### src/rtl/cg_pkg.sv
// Shared definitions for the matrix-vector collector path: FP32 field layout and collector states.
package cg_pkg;

    localparam int unsigned DW_FP32      = 32;
    localparam int unsigned EXP_MSB      = 30;
    localparam int unsigned EXP_LSB      = 23;
    localparam int unsigned EXP_W        = EXP_MSB - EXP_LSB + 1;
    localparam logic [EXP_W-1:0] EXP_ALL_ONES = 8'hFF;

    typedef enum logic [1:0] {
        ST_IDLE,
        ST_COLLECT,
        ST_DRAIN,
        ST_DONE
    } collector_state_e;

    // True for NaN or Inf: exponent field all ones.
    function automatic logic is_exp_all_ones(input logic [DW_FP32-1:0] word);
        return word[EXP_MSB:EXP_LSB] == EXP_ALL_ONES;
    endfunction

endpackage

### src/rtl/result_buffer_ram.sv
// Simple dual-port buffer: one write port, one registered read port with read enable.
module result_buffer_ram #(
    parameter int unsigned DEPTH = 64,
    parameter int unsigned AW    = 6,
    parameter int unsigned DW    = 32
) (
    input  logic          clk,
    input  logic          rst_n,
    input  logic          we,
    input  logic [AW-1:0] waddr,
    input  logic [DW-1:0] wdata,
    input  logic          re,
    input  logic [AW-1:0] raddr,
    output logic [DW-1:0] rdata
);

    logic [DW-1:0] mem [DEPTH];

    always_ff @(posedge clk) begin
        if (we) begin
            mem[waddr] <= wdata;
        end
    end

    // Read register holds its value when re is low, so a stalled consumer sees stable data.
    always_ff @(posedge clk or negedge rst_n) begin
        if (!rst_n) begin
            rdata <= '0;
        end else if (re) begin
            rdata <= mem[raddr];
        end
    end

endmodule

### src/rtl/row_result_collector.sv
// Captures finished row dot-products into a buffer, then streams the full vector over valid/ready.
module row_result_collector
    import cg_pkg::*;
#(
    parameter int unsigned DEPTH = 64,
    parameter int unsigned AW    = 6,
    parameter int unsigned DW    = 32
) (
    input  logic          clk,
    input  logic          rst_n,
    input  logic          start,
    input  logic [DW-1:0] acc_result,
    input  logic          acc_valid,
    output logic [DW-1:0] out_data,
    output logic          out_valid,
    input  logic          out_ready,
    output logic          out_last,
    output logic [AW:0]   row_count,
    output logic          done,
    output logic          overflow_err,
    output logic          nan_flag
);

    localparam logic [AW-1:0] LAST_IDX  = AW'(DEPTH - 1);
    localparam logic [AW:0]   LAST_RD   = (AW + 1)'(DEPTH - 1);
    localparam logic [AW:0]   DEPTH_CNT = (AW + 1)'(DEPTH);

    collector_state_e state, state_nxt;

    logic [AW-1:0] wr_ptr;
    logic [AW:0]   rd_ptr;   // next index to fetch; reaches DEPTH once the last word is fetched

    logic wr_en_c;
    logic last_wr_c;
    logic fetch_c;
    logic handshake_c;
    logic drain_end_c;
    logic stray_c;

    always_comb begin
        wr_en_c     = start && (state == ST_COLLECT) && acc_valid;
        last_wr_c   = wr_en_c && (wr_ptr == LAST_IDX);
        handshake_c = out_valid && out_ready;
        fetch_c     = start && (state == ST_DRAIN) && (!out_valid || out_ready)
                      && (rd_ptr != DEPTH_CNT);
        drain_end_c = start && (state == ST_DRAIN) && handshake_c && (rd_ptr == DEPTH_CNT);
        stray_c     = start && acc_valid && ((state == ST_DRAIN) || (state == ST_DONE));
    end

    result_buffer_ram #(
        .DEPTH (DEPTH),
        .AW    (AW),
        .DW    (DW)
    ) u_buf (
        .clk   (clk),
        .rst_n (rst_n),
        .we    (wr_en_c),
        .waddr (wr_ptr),
        .wdata (acc_result),
        .re    (fetch_c),
        .raddr (rd_ptr[AW-1:0]),
        .rdata (out_data)
    );

    always_ff @(posedge clk or negedge rst_n) begin
        if (!rst_n) begin
            state <= ST_IDLE;
        end else begin
            state <= state_nxt;
        end
    end

    always_comb begin
        state_nxt = state;
        if (!start) begin
            state_nxt = ST_IDLE;
        end else begin
            case (state)
                ST_IDLE:    state_nxt = ST_COLLECT;
                ST_COLLECT: if (last_wr_c) state_nxt = ST_DRAIN;
                ST_DRAIN:   if (drain_end_c) state_nxt = ST_DONE;
                ST_DONE:    state_nxt = ST_DONE;
                default:    state_nxt = ST_IDLE;
            endcase
        end
    end

    // Pointers, counters, stream control and sticky flags.
    always_ff @(posedge clk or negedge rst_n) begin
        if (!rst_n) begin
            wr_ptr       <= '0;
            rd_ptr       <= '0;
            row_count    <= '0;
            out_valid    <= 1'b0;
            out_last     <= 1'b0;
            done         <= 1'b0;
            overflow_err <= 1'b0;
            nan_flag     <= 1'b0;
        end else if (!start) begin
            wr_ptr    <= '0;
            rd_ptr    <= '0;
            row_count <= '0;
            out_valid <= 1'b0;
            out_last  <= 1'b0;
            done      <= 1'b0;
        end else begin
            if (state == ST_IDLE) begin
                wr_ptr       <= '0;
                rd_ptr       <= '0;
                row_count    <= '0;
                overflow_err <= 1'b0;
                nan_flag     <= 1'b0;
            end

            if (wr_en_c) begin
                wr_ptr <= wr_ptr + AW'(1);
                if (row_count != DEPTH_CNT) begin
                    row_count <= row_count + (AW + 1)'(1);
                end
                if (is_exp_all_ones(DW_FP32'(acc_result))) begin
                    nan_flag <= 1'b1;
                end
                if (last_wr_c) begin
                    rd_ptr <= '0;
                end
            end

            if (stray_c) begin
                overflow_err <= 1'b1;
            end

            if (fetch_c) begin
                out_valid <= 1'b1;
                out_last  <= (rd_ptr == LAST_RD);
                rd_ptr    <= rd_ptr + (AW + 1)'(1);
            end else if (drain_end_c) begin
                out_valid <= 1'b0;
                out_last  <= 1'b0;
                done      <= 1'b1;
            end
        end
    end

endmodule

### config.mk
export PLATFORM = sky130hd
export DESIGN_NAME = row_result_collector
export DESIGN_NICKNAME = d
export VERILOG_FILES = /design/src/rtl/cg_pkg.sv /design/src/rtl/result_buffer_ram.sv /design/src/rtl/row_result_collector.sv
export SDC_FILE = /design/constraint.sdc
export NUM_CORES = 2
export LEC_CHECK = 0
export ABC_AREA = 1
export BUFFER_PORTS_ARGS = -buffer_cell sky130_fd_sc_hd__clkbuf_2
export CAP_MARGIN = 20
export CORE_ASPECT_RATIO = 2
export CORE_MARGIN = 5
export CORE_UTILIZATION = 40
export DETAILED_ROUTE_END_ITERATION = 10
export HOLD_SLACK_MARGIN = 0.15
export PLACE_DENSITY = 0.61
export SYNTH_ARGS = -nofsm -noshare
export SYNTH_HDL_FRONTEND = slang
export SYNTH_SLANG_ARGS = --single-unit
### constraint.sdc
create_clock -name clk -period 3.8 [get_ports clk]
set_clock_uncertainty 0.1 [all_clocks]
set_input_delay 0.76 -clock clk [delete_from_list [all_inputs] [get_ports clk]]
set_output_delay 0.76 -clock clk [all_outputs]
set_load 0.02 [all_outputs]
==> impl_results.md <==
* Initial antenna violation count at 15
* XOR/XNOR share of the synthesized area at 0.02964%
* Max cap viols at 0
* Bufs on Longest Clock Path at 4
* Worst EP required at around 4.5 ns
* Power share of the clock group at a little under two fifths
* # clock sinks at 2107
* Hold_buf cts at 1
* Hold Path Sink: u_buf.mem[50][19]
* Vias per cell at ~5.2
* Reg2reg start: rd_ptr[0]
* Relative slew slack at approximately 22%
* Hold Crit Start: acc_result[19]
* Peak VDD IR at around 320 uV
* Reg2Reg Capture Point: u_buf.rdata[19]
* Port Buf Inserts at 80
* Final TNS setup at 0 ns
* Sequential area share after synthesis at between 70% and 80%
* Post-Synth Adder-Cell Area at less than 1%
* CTS resizes at 0
* Yosys reg bits at about 2100
* CP Launch Type: flip-flop
* Setup slack, reg-to-reg at 0.29 ns
* Most common cell after layout, fill and taps aside: nand2_1
* Sw frac at between 20 and 30%
* Pwr/cell area at 497.9 nW/um^2
* Worst setup margin at around 0.29 ns
* Nets at approximately 8400
* Die H at 675.8 um
* Clk slew on worst S/H paths at about 0.070 ns
* Yosys cell types at 33
* Dpl hpwl at 160.6 mm
* Clk_lat worst skew at roughly 0.86 ns
* Int Pwr at 37.28 mW
* Post-synthesis compound-gate area fraction at roughly 2.6%
* Wire length per cell at around 24 um
* Arr. time, crit path at approximately 4.2 ns
* CP Class: flip-flop to flip-flop
* Hold path depth at 1
* Commonest non-fill, non-tap cells in the layout: 2822 x nand2_1, 2048 x edfxtp_1, 854 x nand3_1
* Initial Utilization at 40.17%
* Cells after Synth at just over 8000
* Final hold vios at 0
* Post-route ant nets at 0
* Post-synthesis mux area share at 0.01129%
* Final Max Tran Viols at 0
* Placement Setup Slack at roughly 0.28 ns
* Die area at 231700 sq um
* Largest net degree at the start of global routing at 150
* Fin crit period at between 3 and 4 ns
* Avg Cell Area, Syn at 10.70 sq um
* P_sw at 12.54 mW
* Final Cycle Share at slightly above 90%
* Gate power share at 10.8%
* Via count at approximately 60000
* TritonCTS clock tree: built
* Filler instances at between 15000 and 20000
* Simple-gate portion of the synthesized area at 20.43%
* Initial DRC count at a little over 6000
* Global-route wire length before repair at around 400 mm
* Row cnt at approximately 240
* CP endpoint kind: flip-flop
* Pre-Repair DR Iteration Count at 6
* Setup violations, final at 0
* # Post-CTS Setup Buffers at 0
* Final wirelength at 274.3 mm
* Residual DRC at 0
* Netlist Area Pre-Place at approximately 90000 sq um
* Global Route Usage Sum at 23.08%
* Synth warnings at 0
* GRT overflow at 0
* Global placer's final weighted congestion at 0.8619
* R2r worst-path depth at 14
* Die width at 342.9 um
* IO Pins at just over 80
* Share of layout cells above drive strength 1 at 8.808%
* Power share of the sequential group at 52.0%
* Vias in the first global route at just under 60000
* Leak Pwr at between 30 and 40 nW
* CTS H-tree depth at 4
* RSZ-0062 raised after global routing: false
* Synth Net Count at around 8300
* Clock root buffer: clkbuf_16
* Power, Total at between 40 and 50 mW
* Area delta synth->final at 12.87%
* Cts bufs inserted at approximately 180
* Fmax at roughly 290 MHz
* Tightest Hold Check Type: input port to flip-flop
* Core area at roughly 220000 sq um
* Critical path fanouts, max at 85
* Worst-Margin Slew at ~1.2 ns
* Status: completed
* Largest family of logic cells by synthesized area: simple AND/OR/NAND/NOR gates
==> synthesized netlist by cell type <==
library cell	count	area (sq um)
o21ai_1	27	135.1
inv_4	1	6.260
clkbuf_1	154	578.1
and2_1	1	6.260
xnor2_1	1	8.760
o21ai_0	269	1346
clkinv_1	2	7.510
a22oi_1	1	7.510
nor2_1	793	2977
edfxtp_1	2048	61500
ha_1	5	62.56
buf_1	44	165.2
mux2i_1	1	10.01
buf_6	37	416.7
buf_4	47	352.8
dfrtp_1	59	1476
nand3_1	854	4274
nor3_1	6	30.03
xor2_1	2	17.52
o41ai_1	1	8.760
inv_2	1	3.750
o211ai_1	1	7.510
nand4_1	4	25.02
or2_2	32	200.2
nand2_1	2824	10600
inv_1	763	2864
buf_2	162	810.8
o31ai_1	2	15.01
a21oi_1	134	670.6
o32ai_1	1	8.760
o22ai_1	7	43.79
o21bai_1	1	7.510
a31oi_1	2	12.51
==> worst max path at each step <==
stage              start                 to  slack (ns)  cells after the start
6_report       rd_ptr[0]    u_buf.rdata[19]        0.29                     14
3_3_place_gp   acc_valid  u_buf.mem[24][17]        0.24                      9
3_5_place_dp   acc_valid   u_buf.mem[24][2]        0.28                      9
2_1_floorplan      start   u_buf.mem[10][0]        0.16                      7
4_1_cts        rd_ptr[0]    u_buf.rdata[19]        0.28                     14
5_1_grt        rd_ptr[0]    u_buf.rdata[19]        0.19                     14
==> metal layers <==
layer  share of wire (%)  global-route usage, %
met1                  35                  26.44
met4                 7.5                  14.33
met2                  51                  41.06
met3                 6.3                  2.782
met5               0.038                      0
==> power by group through the flow <==
stage	Combinational [mW]	Clock, mW	Sequential [mW]
after floorplan	3.13	0	26.5
after global placement	5.32	0	26.4
after detailed placement	5.38	0	26.4
after CTS	5.41	18.8	25.9
after global routing	5.93	19.6	25.9
final	5.40	18.5	25.9
==> sequential cells by signal (all words and copies together), names as in the netlist <==
| signal | flops |
|---|---|
| done | 1 |
| nan_flag | 1 |
| out_last | 1 |
| out_valid | 1 |
| overflow_err | 1 |
| rd_ptr | 7 |
| row_count | 7 |
| state | 2 |
| u_buf.mem | 2048 |
| u_buf.rdata | 32 |
| wr_ptr | 6 |
==> stage by stage <==
step | utilization, % | std cells | hold WS, ns | instance area (sq um)
floorplan | - | 8287 | 0.3644 | 88660
global placement | 42.71 | 11170 | 0.3697 | 94270
detailed placement | 42.71 | 11170 | 0.3699 | 94270
CTS | 45.29 | 11490 | 0.1853 | 99970
global route | 45.33 | 11490 | 0.2159 | 100100
finish | 45.34 | 11500 | 0.2205 | 100100
==> cell type report <==
class                      instances  area [sq um]  area share, %
antenna                            6         15.01        0.01500
clock buffer                     208          4648          4.645
clock inverter                   103          1046          1.045
inverter                         767          2909          2.907
multi-input combinational       4969         20970          20.96
sequential                      2107         63000          62.95
tap                             2952          3694          3.691
timing repair buffer             384          3789          3.786
==> kinds of logic after synthesis <==
family	after synthesis
adders and majority gates	5
muxes	1
and+or+nand+nor	4514
xor gates and xnor gates	3
DFF	2107
buffers and inverters	1211
AOI/OAI and AO/OA	446
==> critical path, stage by stage (launching register included) <==
cell and delay, ns:
dfrtp_4 0.68, inv_16 0.37, buf_12 0.30, buf_12 0.17
buf_4 0.26, nand2_1 0.08, nand2_1 0.06, nand2_1 0.04
nand3_1 0.12, nand3_1 0.16, nand2_1 0.16, nand3_1 0.41
nand2_1 0.17, nand2_1 0.08, nand2_1 0.08
No activity file was read; power rests on OpenSTA's default activity.
